$ cat src/rtl/memory_arbiter.sv
// Shares one single-port RAM between the instruction and data ports, one latched request at a time.
// Latency: grant 1 cycle, then RAM service until ACCESS, then a 1-cycle wait-low response (min 3 cycles).
// Backpressure: requesters hold until wait pulses low; data wins ties unless ARB_ROUND_ROBIN_EN is defined.
module memory_arbiter #(
    parameter int TIMEOUT = 64,
    parameter int CNT_W   = 16
) (
    input  logic        CLK,
    input  logic        RST,
    input  logic        iREN,
    input  logic [31:0] iaddr,
    output logic        iwait,
    output logic [31:0] iload,
    input  logic        dREN,
    input  logic        dWEN,
    input  logic [31:0] daddr,
    input  logic [31:0] dstore,
    output logic        dwait,
    output logic [31:0] dload,
    output logic        ramREN,
    output logic        ramWEN,
    output logic [31:0] ramaddr,
    output logic [31:0] ramstore,
    input  logic [31:0] ramload,
    input  logic [1:0]  ramstate,
    output logic        arb_err
);

    typedef enum logic [2:0] {
        IDLE  = 3'd0,
        ISERV = 3'd1,
        DSERV = 3'd2,
        IRESP = 3'd3,
        DRESP = 3'd4,
        ERR   = 3'd5
    } state_t;

    localparam logic [1:0]       RAM_ACCESS = 2'd2;
    localparam logic [1:0]       RAM_ERROR  = 2'd3;
    localparam logic [CNT_W-1:0] CNT_LAST   = CNT_W'(TIMEOUT - 1);

    state_t            state_q, state_d;
    logic              wr_q, wr_d;
    logic [31:0]       addr_q, addr_d;
    logic [31:0]       store_q, store_d;
    logic [31:0]       iload_q, iload_d;
    logic [31:0]       dload_q, dload_d;
    logic [CNT_W-1:0]  cnt_q, cnt_d;
    logic              d_req;
    logic              pick_d;

`ifdef ARB_ROUND_ROBIN_EN
    localparam logic GRANT_I = 1'b0;
    localparam logic GRANT_D = 1'b1;
    logic last_grant_q, last_grant_d;

    // On contention the port that was not served last gets the grant.
    assign pick_d = d_req && (!iREN || (last_grant_q == GRANT_I));
`else
    assign pick_d = d_req;
`endif

    assign d_req = dREN | dWEN;

    always_comb begin
        state_d = state_q;
        wr_d    = wr_q;
        addr_d  = addr_q;
        store_d = store_q;
        iload_d = iload_q;
        dload_d = dload_q;
        cnt_d   = cnt_q;
`ifdef ARB_ROUND_ROBIN_EN
        last_grant_d = last_grant_q;
`endif
        case (state_q)
            IDLE: begin
                cnt_d = '0;
                if (pick_d) begin
                    wr_d    = dWEN;
                    addr_d  = daddr;
                    store_d = dstore;
                    state_d = DSERV;
`ifdef ARB_ROUND_ROBIN_EN
                    last_grant_d = GRANT_D;
`endif
                end else if (iREN) begin
                    wr_d    = 1'b0;
                    addr_d  = iaddr;
                    state_d = ISERV;
`ifdef ARB_ROUND_ROBIN_EN
                    last_grant_d = GRANT_I;
`endif
                end
            end
            ISERV, DSERV: begin
                cnt_d = cnt_q + 1'b1;
                // ACCESS on the final allowed cycle still completes normally.
                if (ramstate == RAM_ACCESS) begin
                    if (state_q == ISERV) begin
                        iload_d = ramload;
                        state_d = IRESP;
                    end else begin
                        if (!wr_q) begin
                            dload_d = ramload;
                        end
                        state_d = DRESP;
                    end
                end else if ((ramstate == RAM_ERROR) || (cnt_q == CNT_LAST)) begin
                    state_d = ERR;
                end
            end
            IRESP, DRESP: begin
                cnt_d   = '0;
                state_d = IDLE;
            end
            ERR: begin
                state_d = ERR;
            end
            default: begin
                state_d = ERR;
            end
        endcase
    end

    always_ff @(posedge CLK) begin
        if (RST) begin
            state_q <= IDLE;
            wr_q    <= 1'b0;
            addr_q  <= '0;
            store_q <= '0;
            iload_q <= '0;
            dload_q <= '0;
            cnt_q   <= '0;
`ifdef ARB_ROUND_ROBIN_EN
            last_grant_q <= GRANT_I;
`endif
        end else begin
            state_q <= state_d;
            wr_q    <= wr_d;
            addr_q  <= addr_d;
            store_q <= store_d;
            iload_q <= iload_d;
            dload_q <= dload_d;
            cnt_q   <= cnt_d;
`ifdef ARB_ROUND_ROBIN_EN
            last_grant_q <= last_grant_d;
`endif
        end
    end

    // RAM side is driven purely from latched state so requester changes mid-service are ignored.
    assign ramREN   = ((state_q == ISERV) || (state_q == DSERV)) && !wr_q;
    assign ramWEN   = (state_q == DSERV) && wr_q;
    assign ramaddr  = addr_q;
    assign ramstore = store_q;
    assign iwait    = (state_q != IRESP);
    assign dwait    = (state_q != DRESP);
    assign iload    = iload_q;
    assign dload    = dload_q;
    assign arb_err  = (state_q == ERR);

endmodule

$ cat config.mk
export PLATFORM = sky130hd
export DESIGN_NAME = memory_arbiter
export DESIGN_NICKNAME = d
export VERILOG_FILES = /design/src/rtl/memory_arbiter.sv
export SDC_FILE = /design/constraint.sdc
export NUM_CORES = 1
export LEC_CHECK = 0
export ABC_CLOCK_PERIOD_IN_PS = 3000
export CORE_MARGIN = 8
export CORE_UTILIZATION = 30
export CTS_CLUSTER_DIAMETER = 100
export CTS_CLUSTER_SIZE = 25
export DETAILED_ROUTE_END_ITERATION = 12
export GPL_ROUTABILITY_DRIVEN = 0
export SETUP_SLACK_MARGIN = 0.4
export SLEW_MARGIN = 20
export SYNTH_ARGS = -nofsm -noshare
export SYNTH_HDL_FRONTEND = slang
export SYNTH_SLANG_ARGS = --single-unit
$ cat constraint.sdc
create_clock -name CLK -period 3 [get_ports CLK]
set_clock_uncertainty 0.2 [all_clocks]
set_input_delay 0.45 -clock CLK [delete_from_list [all_inputs] [get_ports CLK]]
set_output_delay 0.45 -clock CLK [all_outputs]
set_load 0.02 [all_outputs]
==> flow_summary.toml, run 1 <==
[logic_synthesis]
synth_xor_area_frac = 0.0135
synth_fa_ha_area_frac = 0.00214
synth-simple-area-share = 0.239
synth_compound_area_frac = 0.190
synth_area_um2 = 5850
ys.flop_type = "dfxtp_1"
synth_top_family_by_area = "simple AND/OR/NAND/NOR gates"
async_flop_share = 0
avgSynthCellArea_um2 = 8.02
yosysTopAreaCell = "dfxtp_1"
synthCells = 730
synth_cell_types = 46
muxShareOfSynthArea = 0.00171
synth_seq_area_share = 0.506
synth-seq-cells = 148
synth-edff-count = 0
synth_area_leaders = "dfxtp_1 51%, nand2_1 15%, a21oi_1 8.6%, a311oi_1 4.8%, o21ai_0 2.9%"
syn-num-nets = 866
yosysWarnings = 0
synth_top_area_share = 0.506

[global_routing]
grt-ovfl-total = 0
antenna_found_initial = 1
grt_use_total = 0.168
grt_pass1_vias = 5766
grt_pass1_wl_um = 32300
grt_max_degree = 85

[drt]
drt_first_pass_iters = 4
num_vias = 5869
drt_wl_total_um = 20500
ant_nets = 0
wl_per_cell_um = 16.3
drc = 0
drt_iter0_drc = 287
via_per_inst = 4.68

[min_path]
hold_class = "in2reg"
hp-start = "RST"
whs_path_depth = 3
min_to = "cnt_q[0]$_SDFFE_PP0P_"

[setup_path]
crit_fanout = 12
r2r_setup_slack_ns = 0.88
end_kind = "output port"
critPathKind = "reg2out"
rr_worst_depth = 6
worstReg2RegEnd = "ramaddr[5]$_SDFFE_PP0P_"
critical_path_arrival_ns = 1.81
r2r_start = "state_q[2]$_SDFFE_PP0P_"
crit_required_ns = 2.35
cp-start-kind = "register"

[floorplan]
die_area_um2 = 24200
fp.dieW_um = 156
core-area_um2 = 19300
rows = 51
die_y_um = 156
io_pins = 268
floorplan.initialDensity = 0.303

[clock_network]
cts_buffers = 17
postCtsHoldBufs = 0
cts_root_buffer = "clkbuf_16"
cts_max_path_buffers = 2
htree_levels = 4
path_clk_slew_ns = 0.07
cts_tree = "done"
cts_sinks = 148
clock_latency_ns = 0.41
cts_setup_buffers = 0

[sta]
setup_viol = 0
hold_slack_ns = 0.165
period_share = 0.819
tightest_slew_ns = 0.942
tns_ns = 0
fin_crit_ns = 2.46
relSlewSlack = 0.372
drv_slew = 0
max_freq_ghz = 0.407
finalHoldViolations = 0
rsz0062_at_grt = "false"

[placed_design]
postPlaceCellArea_um2 = 8750
io_buffers = 267
dp_hpwl_um = 14600

[power_and_ir_drop]
swShare = 0.344
p_switching_mw = 2.31
vdd_drop_max_uv = 373
combPwrFrac = 0.329
internal_power_mw = 4.41
clkPwrFrac = 0.308
p_seq_frac = 0.363
powerDensity_nw_per_um2 = 721
p_leak_nw = 3.24

[layout]
final_cell_area_um2 = 9320
area_delta_synth_final_pct = 59.3
drive_above_1_share = 0.0669
finalNetCount = 1110

[outcome]
outcome = "finished clean"

[run]
max_cap_violations = 0
## layout make-up
class / count / area, um^2
repair buffers: 284 / 2820
clock inverters: 15 / 146
inverters: 1 / 3.75
well taps: 265 / 332
flip-flops and latches: 148 / 2960
clock buffers: 17 / 425
fillers: 1927 / 10000
diodes: 1 / 2.50
multi-input cells: 522 / 2630
## sequential cells by signal, summed over array words and instances (netlist names)
signal	cells
cnt_q	16
state_q	3
ramaddr	32
ramstore	32
iload	32
wr_q	1
dload	32
## cell usage in the layout (no fill, tap or decap), drive strengths merged, types with 2 or more instances in the layout
cell type / instances
a211oi: 4
a21oi: 101
a311oi: 32
and2: 2
and3: 3
and4: 2
buf: 18
clkbuf: 17
clkdlybuf4s50: 262
clkinv: 3
clkinvlp: 4
dfxtp: 148
dlygate4sd2: 3
inv: 8
nand2: 238
nand2b: 3
nand3: 7
nand4: 7
nor2: 45
nor2b: 3
nor3: 3
nor4: 3
o211ai: 5
o21ai: 36
o21bai: 2
or3: 2
or4: 6
xor2: 8
## layer usage
metal,up-vias,share of wire,GRT usage
li1,2974,-,-
met1,2679,0.42,0.197
met2,198,0.48,0.273
met3,18,0.092,0.0701
met4,0,0.015,0.0522
met5,-,0,0
## power groups by stage
stage | sequential (mW) | clock, mW | combinational [mW]
finish | 2.44 | 2.07 | 2.21
global route | 2.49 | 2.22 | 2.41
floorplan | 2.80 | 0 | 0.892
detailed placement | 2.48 | 0 | 2.24
global placement | 2.48 | 0 | 2.24
CTS | 2.45 | 2.14 | 2.24
## Yosys cell counts, types with 3 or more instances
master,instances
a311oi_1,32
xor2_1,8
and3_1,3
o21ai_0,34
a21oi_1,101
o211ai_1,5
clkbuf_1,34
buf_6,3
a211oi_1,4
or4_1,6
nand3_1,6
nand2_1,238
nor2_1,45
dfxtp_1,148
nand4_1,6
nor2b_1,3
buf_2,20
## how the worst max path moves through the flow
stage / slack, ns / endpoint / depth (start not counted) / from
after CTS: 0.43 / arb_err / 3 / state_q[1]$_SDFFE_PP0P_
after global placement: 0.54 / ramaddr[28]$_SDFFE_PP0P_ / 7 / dREN
final: 0.54 / iwait / 3 / state_q[1]$_SDFFE_PP0P_
after detailed placement: 0.49 / ramaddr[21]$_SDFFE_PP0P_ / 7 / dREN
after floorplan: 0.94 / dwait / 3 / state_q[2]$_SDFFE_PP0P_
after global routing: 0.43 / iwait / 3 / state_q[1]$_SDFFE_PP0P_
## critical path, cell delays in order, from the launching register on
cell and delay [ns]:
dfxtp_2 0.49, nor2b_1 0.26, nand2_1 0.07, clkdlybuf4s50_1 0.57
## cell families after synthesis
| kind of cell | Yosys count |
|---|---|
| mux | 1 |
| simple gates | 327 |
| fa+ha+maj | 1 |
| flops | 148 |
| xor+xnor | 9 |
| buf+inv | 60 |
| compound gates | 184 |
## through the flow
step	worst slack (ns)	utilization	instances	power [mW]
floorplan	0.944	-	730	3.69
global placement	0.540	0.452	1220	4.71
detailed placement	0.493	0.452	1220	4.73
CTS	0.434	0.482	1252	6.83
global route	0.432	0.482	1253	7.11
finish	0.542	0.482	1253	6.72
## repair_timing
item                                    in CTS  in global routing
resized for setup                            4                  1
cloned                                       0                  0
endpoints found under the setup margin       5                  1
No activity file was read; power rests on OpenSTA's default activity.
==> run 2, diff against run 1 <==
Settings changed: ABC_CLOCK_PERIOD_IN_PS 3000 to 2150.
Clock period 3 ns to 2.15 ns, I/O delays scaled along.
==> flow_summary.toml, run 2 (synthesis results as in run 1) <==
[outcome]
outcome = "finished clean"

[sta]
period_share = 0.884
rsz0062_at_grt = "true"
tightest_slew_ns = 0.712
drv_slew = 0
hold_slack_ns = 0.0151
tns_ns = 0
finalHoldViolations = 0
relSlewSlack = 0.525
setup_viol = 0
max_freq_ghz = 0.526
fin_crit_ns = 1.90

[power_and_ir_drop]
powerDensity_nw_per_um2 = 1020
vdd_drop_max_uv = 529
p_leak_nw = 4.37
power_mw = 10.9

[setup_path]
end_kind = "register"
cp-start-kind = "register"
worstSetupStartpoint = "state_q[1]$_SDFFE_PP0P_"
crit_required_ns = 2.23
critPathKind = "reg2reg"
critical_path_arrival_ns = 1.98
r2r_start = "state_q[1]$_SDFFE_PP0P_"
crit_fanout = 6

[layout]
final_cell_area_um2 = 10700
area_delta_synth_final_pct = 82.3
final_cell_mix = "207 x nand2_1, 139 x dfxtp_1, 133 x clkdlybuf4s50_1"
finalNetCount = 1175
antennaDiodeCount = 0
drive_above_1_share = 0.228
final_common_cell = "nand2_1"

[floorplan]
die_y_um = 156
io_pins = 268
core-area_um2 = 19300
die_area_um2 = 24200
fp.dieW_um = 156
rows = 51
floorplan.initialDensity = 0.303

[drt]
via_per_inst = 4.80
num_vias = 6323
ant_nets = 0
drt_iter0_drc = 237
drt_wl_total_um = 23300
drt_first_pass_iters = 5
drc = 0
wl_per_cell_um = 17.7

[global_routing]
grt_pass1_vias = 6023
grt_max_degree = 133
grt-ovfl-total = 0
grt_use_total = 0.172
antenna_found_initial = 0
grt_pass1_wl_um = 33300

[placed_design]
dp_hpwl_um = 14700
io_buffers = 267
postPlaceCellArea_um2 = 8950

[clock_network]
cts_root_buffer = "clkbuf_16"
path_clk_slew_ns = 0.07
postCtsHoldBufs = 0
cts_tree = "done"
clock_latency_ns = 0.42
htree_levels = 4
cts_buffers = 17
cts_max_path_buffers = 2
cts_sinks = 148

[min_path]
hp-start = "RST"
hold_class = "in2reg"

[run]
max_cap_violations = 0
run 2: final cells by class:
type                    instances  area [um^2]
fillers                      1809         8670
multi-input cells             522         3140
inverters                       1         3.75
clock buffers                  17          425
well taps                     265          332
clock inverters                15          136
flip-flops and latches        148         2980
repair buffers                349         3650
run 2: where the power goes:
part,internal (mW),switching (mW),total (mW)
clock network,1.53,1.36,2.89
logic,2.27,2.27,4.54
registers,3.17,0.252,3.42
total,6.97,3.88,10.9
run 2: what timing repair did:
item                                    CTS  global route
setup buffers                            20             8
endpoints found under the setup margin  237           146
resized for setup                       185           137
pin swaps                                34            68
gates cloned                              4            15
run 2: routing by layer:
metal | GRT usage | wire [um] | vias up | part of all wire
li1 | - | - | 3119 | -
met1 | 0.205 | 9780 | 2954 | 0.42
met2 | 0.282 | 11400 | 219 | 0.49
met3 | 0.0590 | 1710 | 31 | 0.073
met4 | 0.0642 | 477 | 0 | 0.020
met5 | 0 | 0 | - | 0
run 2: worst max-delay path, stage by stage, from the launching register on:
cell and delay [ns]:
dfxtp_4 0.38, buf_6 0.10, nand2b_4 0.07, or4_4 0.66, clkbuf_16 0.21, nand2_1 0.06, a21oi_1 0.06
run 2: path summary, 6_finish.rpt:
path | end | slack (ns) | cells after the start
min | cnt_q[0]$_SDFFE_PP0P_ | 0.02 | 3
min reg2reg | iload[6]$_SDFFE_PP0P_ | 0.25 | 2
max | dload[6]$_SDFFE_PP0P_ | 0.25 | 6
max reg2reg | dload[6]$_SDFFE_PP0P_ | 0.25 | 6
run 2: metrics by stage:
step	cells	util	worst slack, ns
after floorplan	730	-	0.374
final	1317	0.552	0.250
after global routing	1317	0.552	0.181
after global placement	1238	0.463	0.0604
after CTS	1294	0.504	0.203
after detailed placement	1238	0.463	0.0378
==> edit 1: new RTL, settings of run 2 <==
Re-encode `state_t` (6 states) as Gray code, 3 bits wide.
--- a/src/rtl/memory_arbiter.sv
+++ b/src/rtl/memory_arbiter.sv
@@ -29,8 +29,8 @@
     typedef enum logic [2:0] {
-        IDLE  = 3'd0,
-        ISERV = 3'd1,
-        DSERV = 3'd2,
-        IRESP = 3'd3,
-        DRESP = 3'd4,
-        ERR   = 3'd5
+        IDLE  = 3'b000,
+        ISERV = 3'b001,
+        DSERV = 3'b011,
+        IRESP = 3'b010,
+        DRESP = 3'b110,
+        ERR   = 3'b111
     } state_t;
Formal check against the unedited RTL: same outputs for any inputs over 4 cycles, from zero or initial values and one cycle with RST high; so few cycles prove little.
==> edit 1 against run 2 <==
- critical path depth up 1
- wire length down 2.5%
- setup slack lost 0.0045 ns
- synthesized area fell by 0.68%
- die area decreased by 0.62%
- sequential cell count did not move
- design area down 5.3%
Power is not compared: it rests on default switching activity, and its combinational part moved more than twofold at a synthesized area within 25%.
==> edit 1: results (changes against run 2) <==
The run finished with clean final reports. The routed length on met3 came out at 2400 um (+40%). The final cell count without fillers was 1299 (-1.4%); the number of DRC markers in iteration 0 was 262 (+11%).

The total of hold buffers inserted after clock tree synthesis is 1 (+1), and the total of cells resized after clock tree synthesis is 187 (+1.1%). The run gives 17.3% (+0.070 points) as the total routing resource utilization after global routing. The share of cells above drive strength 1 is 16.5% (-6.3 points), and the non-clock buffer contribution to total cell area is 31.9% (-2.3 points). The tools report the sum of routed wire segments on met1 as 9500 um (-2.8%). Global-route track usage on met2: 27.1% (-1.1 points). The number of multi-input logic gates is 530 (+1.5%), and the die outline area is 24100 um2 (-0.62%). Routed length per placed instance: 17.5 um (-1.1%). The clock network area share is 5.42% (+0.15 points). The number of setup buffers added after CTS is 9 (-55%). The adder and majority gate portion of the synthesized area is 0.215% (+0.0015 points), and the final antenna diode count is 0 (unchanged). The multiplexer share of the synthesized area was 0.172% (+0.0012 points); the final net count was 1157 (-1.5%). The share of the synthesized area in compound gates (AO/OA/AOI/OAI) was 20.1% (+1.1 points). The type of the worst min-delay path is primary input to register. The half-perimeter wire length after detailed placement was 14900 um (+1.2%); the layout inverter count without the clock tree was 5 (+4).

The tools report the portion of the post-synthesis area used by sequential elements as 51.0% (+0.35 points). The tools report the instance area at placement as 8860 um2 (-1.0%). The worst slack at placement was 0.0649 ns (+0.0270 ns); the detailed-routing iteration count for the pre-antenna-repair pass was 4 (-1).

The number of fillers in the final layout was 1890 (+4.5%). The slew of the pin with the lowest slew margin is 0.638 ns (-0.0744 ns), and the met3 routing resource usage after global routing is 8.63% (+2.7 points). Per-instance average area after synthesis: 7.80 um2 (-2.7%).

The maximum single-stage delay on the critical path is 0.54 ns (-0.12 ns). The number of non-clock buffers was 319 (-8.6%). Sorting the synthesized cells by how often they occur yields sky130_fd_sc_hd__nand2_1, sky130_fd_sc_hd__dfxtp_1, sky130_fd_sc_hd__a21oi_1, sky130_fd_sc_hd__nor2_1, sky130_fd_sc_hd__clkbuf_1. The count of clock buffers in the final design came out at 18 (+1).

The post-synthesis cell type count was 38 (-17%); the xor/xnor cell area share of the yosys netlist was 0% (-1.3 points). Global-route wire length before repair: 33100 um (-0.50%). In this design, the largest share of critical-path delay is due to simple AND/OR/NAND/NOR gates. The maximum number of pins on one net before global-route repair is 89 (-33%), and the via count of the first global-routing pass is 6001 (-0.37%). The tools report the met1 track utilization from global routing as 20.8% (+0.26 points). Sequential share of cell area: 29.5% (+1.6 points). The final design instance area without fill was 10100 um2 (-5.3%).

The tools report the routed length on met2 as 10700 um (-6.1%). The logs give 881 (+1.7%) for the net count after synthesis and 3000 um2 (-4.6%) for the multi-input combinational cell area. The maximum net fanout on the critical path was 8 (+2). For the via count, the log shows 6261 (-0.98%).
==> edit 1: cell types whose count changed in the layout (fill, tap and decap cells not counted), moves of 10 or more <==
cell,delta
sky130_fd_sc_hd__a21oi_1,+16
sky130_fd_sc_hd__a21oi_2,-11
sky130_fd_sc_hd__buf_4,-14
sky130_fd_sc_hd__nand2_1,+11
sky130_fd_sc_hd__nand2_2,-10
==> edit 1: path summary, 6_finish.rpt <==
kind	start	end	slack, ns	cells after the start
setup / recovery	state_q[2]	dload[23]	0.25	7
hold / removal	dstore[18]	ramstore[18]	0.25	3
setup reg to reg	state_q[2]	dload[23]	0.25	7
hold reg to reg	iload[17]	iload[17]	0.25	2
==> edit 1: logic make-up (layout without fill, tap and decap cells) <==
logic type / Yosys count / in the layout
and+or+nand+nor: 332 / 332
adders and majority gates: 1 / 1
DFF: 148 / 148
muxes: 1 / 1
AOI/OAI and AO/OA: 196 / 196
buffers and inverters: 67 / 356
==> edit 2: new RTL, settings of run 2 <==
Without the edit above. The parameter `CNT_W` goes from 16 to 32.
--- a/src/rtl/memory_arbiter.sv
+++ b/src/rtl/memory_arbiter.sv
@@ -5,3 +5,3 @@
     parameter int TIMEOUT = 64,
-    parameter int CNT_W   = 16
+    parameter int CNT_W   = 32
 ) (
Check against the original RTL: no difference found for any inputs over 4 cycles, from zero or initial values and one cycle with RST high; that may be too few to reach the edited logic, so the function may still have changed.
==> edit 2 against run 2 <==
- sequential cell count up 16
- wire length is 16% higher
- design area rose by 18%
- synthesized area increased by 15%
- first-iteration DRC count up 45%
- count of clock-buffer cells in the layout up 1
- total power is 32% higher
- setup slack got worse by 0.087 ns
- critical path type unchanged
==> edit 2: results (changes against run 2) <==
The flop-to-flop setup slack was 0.16 ns (-0.09 ns). The tools report the worst voltage drop across the vdd grid as 824 uV (+56%). The worst flop-to-flop path startpoint was state_q[0]. The non-clock buffer contribution to total cell area is 32.9% (-1.3 points). For the via count, the log shows 7436 (+18%). The met3 routing resource usage after global routing came out at 6.80% (+0.90 points).

The final cell count without fillers came out at 1500 (+14%). The half-perimeter wire length after detailed placement came out at 16500 um (+12%). The cell depth of the worst hold path works out to 4 (+1).

The via count of the first global-routing pass is 7146 (+19%). The number of antenna violations at the first check in global routing came out at 1 (+1). The multiplexer share of the synthesized area is 1.67% (+1.5 points), and the power density over the cells is 1140 nW/um2 (+12%). Final net count: 1337 (+14%). The instance area at placement was 9880 um2 (+10%). The flow ran to the end, and the final reports show no timing, DRC or antenna violations. The relative area change from synthesis to final layout is 86.7%, and the number of multi-input logic gates is 623 (+19%).

For the final wirelength, the log shows 27100 um (+16%). The post-synthesis cell type count is 49 (+6.5%), and the number of synthesized register bits is 164 (+11%). Ranked by instance count, the synthesized netlist is headed by sky130_fd_sc_hd__nand2_1, sky130_fd_sc_hd__dfxtp_1, sky130_fd_sc_hd__a21oi_1, sky130_fd_sc_hd__nor2_1, sky130_fd_sc_hd__clkbuf_1. The share of the synthesized area in compound gates (AO/OA/AOI/OAI) is 14.8% (-4.2 points).

The share of cells above drive strength 1 came out at 29.5% (+6.7 points). The share of the final layout cell area in multi-input gates works out to 32.5% (+3.1 points). The logs give 52.7% (+0.19 points) for the worst slew margin relative to its limit and 31.1% (+2.9 points) for the global-route track usage on met2.

The arrival time at the worst endpoint is 2.07 ns (+0.09 ns), and the worst hold slack across all endpoints is 0.204 ns (+0.188 ns). The count of clock buffers in the final design was 18 (+1); the worst slack at placement was -0.0545 ns (-0.0923 ns). The path with the worst hold slack has its endpoint at cnt_q[17].

Number of instances in the placed design: 1377 (+11%). Number of non-clock buffers: 387 (+11%). The total of cells resized after clock tree synthesis is 296 (+60%). By area the synthesized netlist is led by sky130_fd_sc_hd__dfxtp_1, sky130_fd_sc_hd__nand2_1, sky130_fd_sc_hd__a21oi_1.

For the met1 track utilization from global routing, the log shows 19.9% (-0.60 points). The per-instance average area after synthesis came out at 7.88 um2 (-1.7%). The clock network area share was 4.88% (-0.39 points); the number of fillers in the final layout was 2015 (+11%). The maximum net fanout on the critical path is 8 (+2). The worst hold path belongs to the class primary input to register. The worst register-to-register path ends at dload[1].

The logs give 17.9% (+0.63 points) for the total routing resource utilization after global routing and 44 (+120%) for the number of setup buffers added after CTS. For the final antenna diode count, the log shows 1 (+1). The xor/xnor cell area share of the yosys netlist came out at 1.30% (-0.046 points).

Global-route wire length before repair: 39900 um (+20%). The logs give 344 (+45%) for the number of DRC markers in iteration 0 and 5.19 nW (+19%) for the leakage power summed over all cells. Layout inverter count without the clock tree: 8 (+7).
==> edit 2: cell count changes in the layout (fill, tap and decap cells not counted), moves of 7 or more <==
cell                             run 2  this run
sky130_fd_sc_hd__nand3_1             3        10
sky130_fd_sc_hd__o21ai_0            34         8
sky130_fd_sc_hd__buf_4              39        51
sky130_fd_sc_hd__buf_6              17        32
sky130_fd_sc_hd__buf_16              4        12
sky130_fd_sc_hd__nand2_1           207       240
sky130_fd_sc_hd__dfxtp_2             6        17
sky130_fd_sc_hd__dfxtp_4             3        10
sky130_fd_sc_hd__nand2_4            17        30
sky130_fd_sc_hd__a21oi_2            26        37
sky130_fd_sc_hd__or3_1               0         9
sky130_fd_sc_hd__mux2i_1             1         9
==> edit 2: report_power, final <==
group / internal [mW] / switching (mW) / leakage [nW]
Sequential: 3.64 / 0.391 / 1.35
Combinational: 3.68 / 3.52 / 3.55
Clock: 1.68 / 1.45 / 0.292
==> edit 2: worst max-delay path by stage <==
| stage | to | slack [ns] | cells past startpoint |
|---|---|---|---|
| global placement | state_q[1] | -0.007 | 5 |
| CTS | dwait | 0.17 | 3 |
| floorplan | arb_err | 0.33 | 4 |
| finish | dload[1] | 0.16 | 6 |
| global route | ramREN | 0.11 | 5 |
| detailed placement | state_q[1] | -0.05 | 5 |
==> edit 2: critical path, cell delays in order (launching register included) <==
cell                        delay, ns
sky130_fd_sc_hd__dfxtp_4         0.37
sky130_fd_sc_hd__nand2b_4        0.15
sky130_fd_sc_hd__buf_6           0.12
sky130_fd_sc_hd__or4b_4          0.64
sky130_fd_sc_hd__clkbuf_16       0.24
sky130_fd_sc_hd__nand2_2         0.06
sky130_fd_sc_hd__a21oi_1         0.05
==> edit 2: layer usage <==
layer,wire length [um],up-vias
li1,-,3634
met1,11000,3536
met2,13700,241
met3,2110,25
met4,399,0
met5,0,-
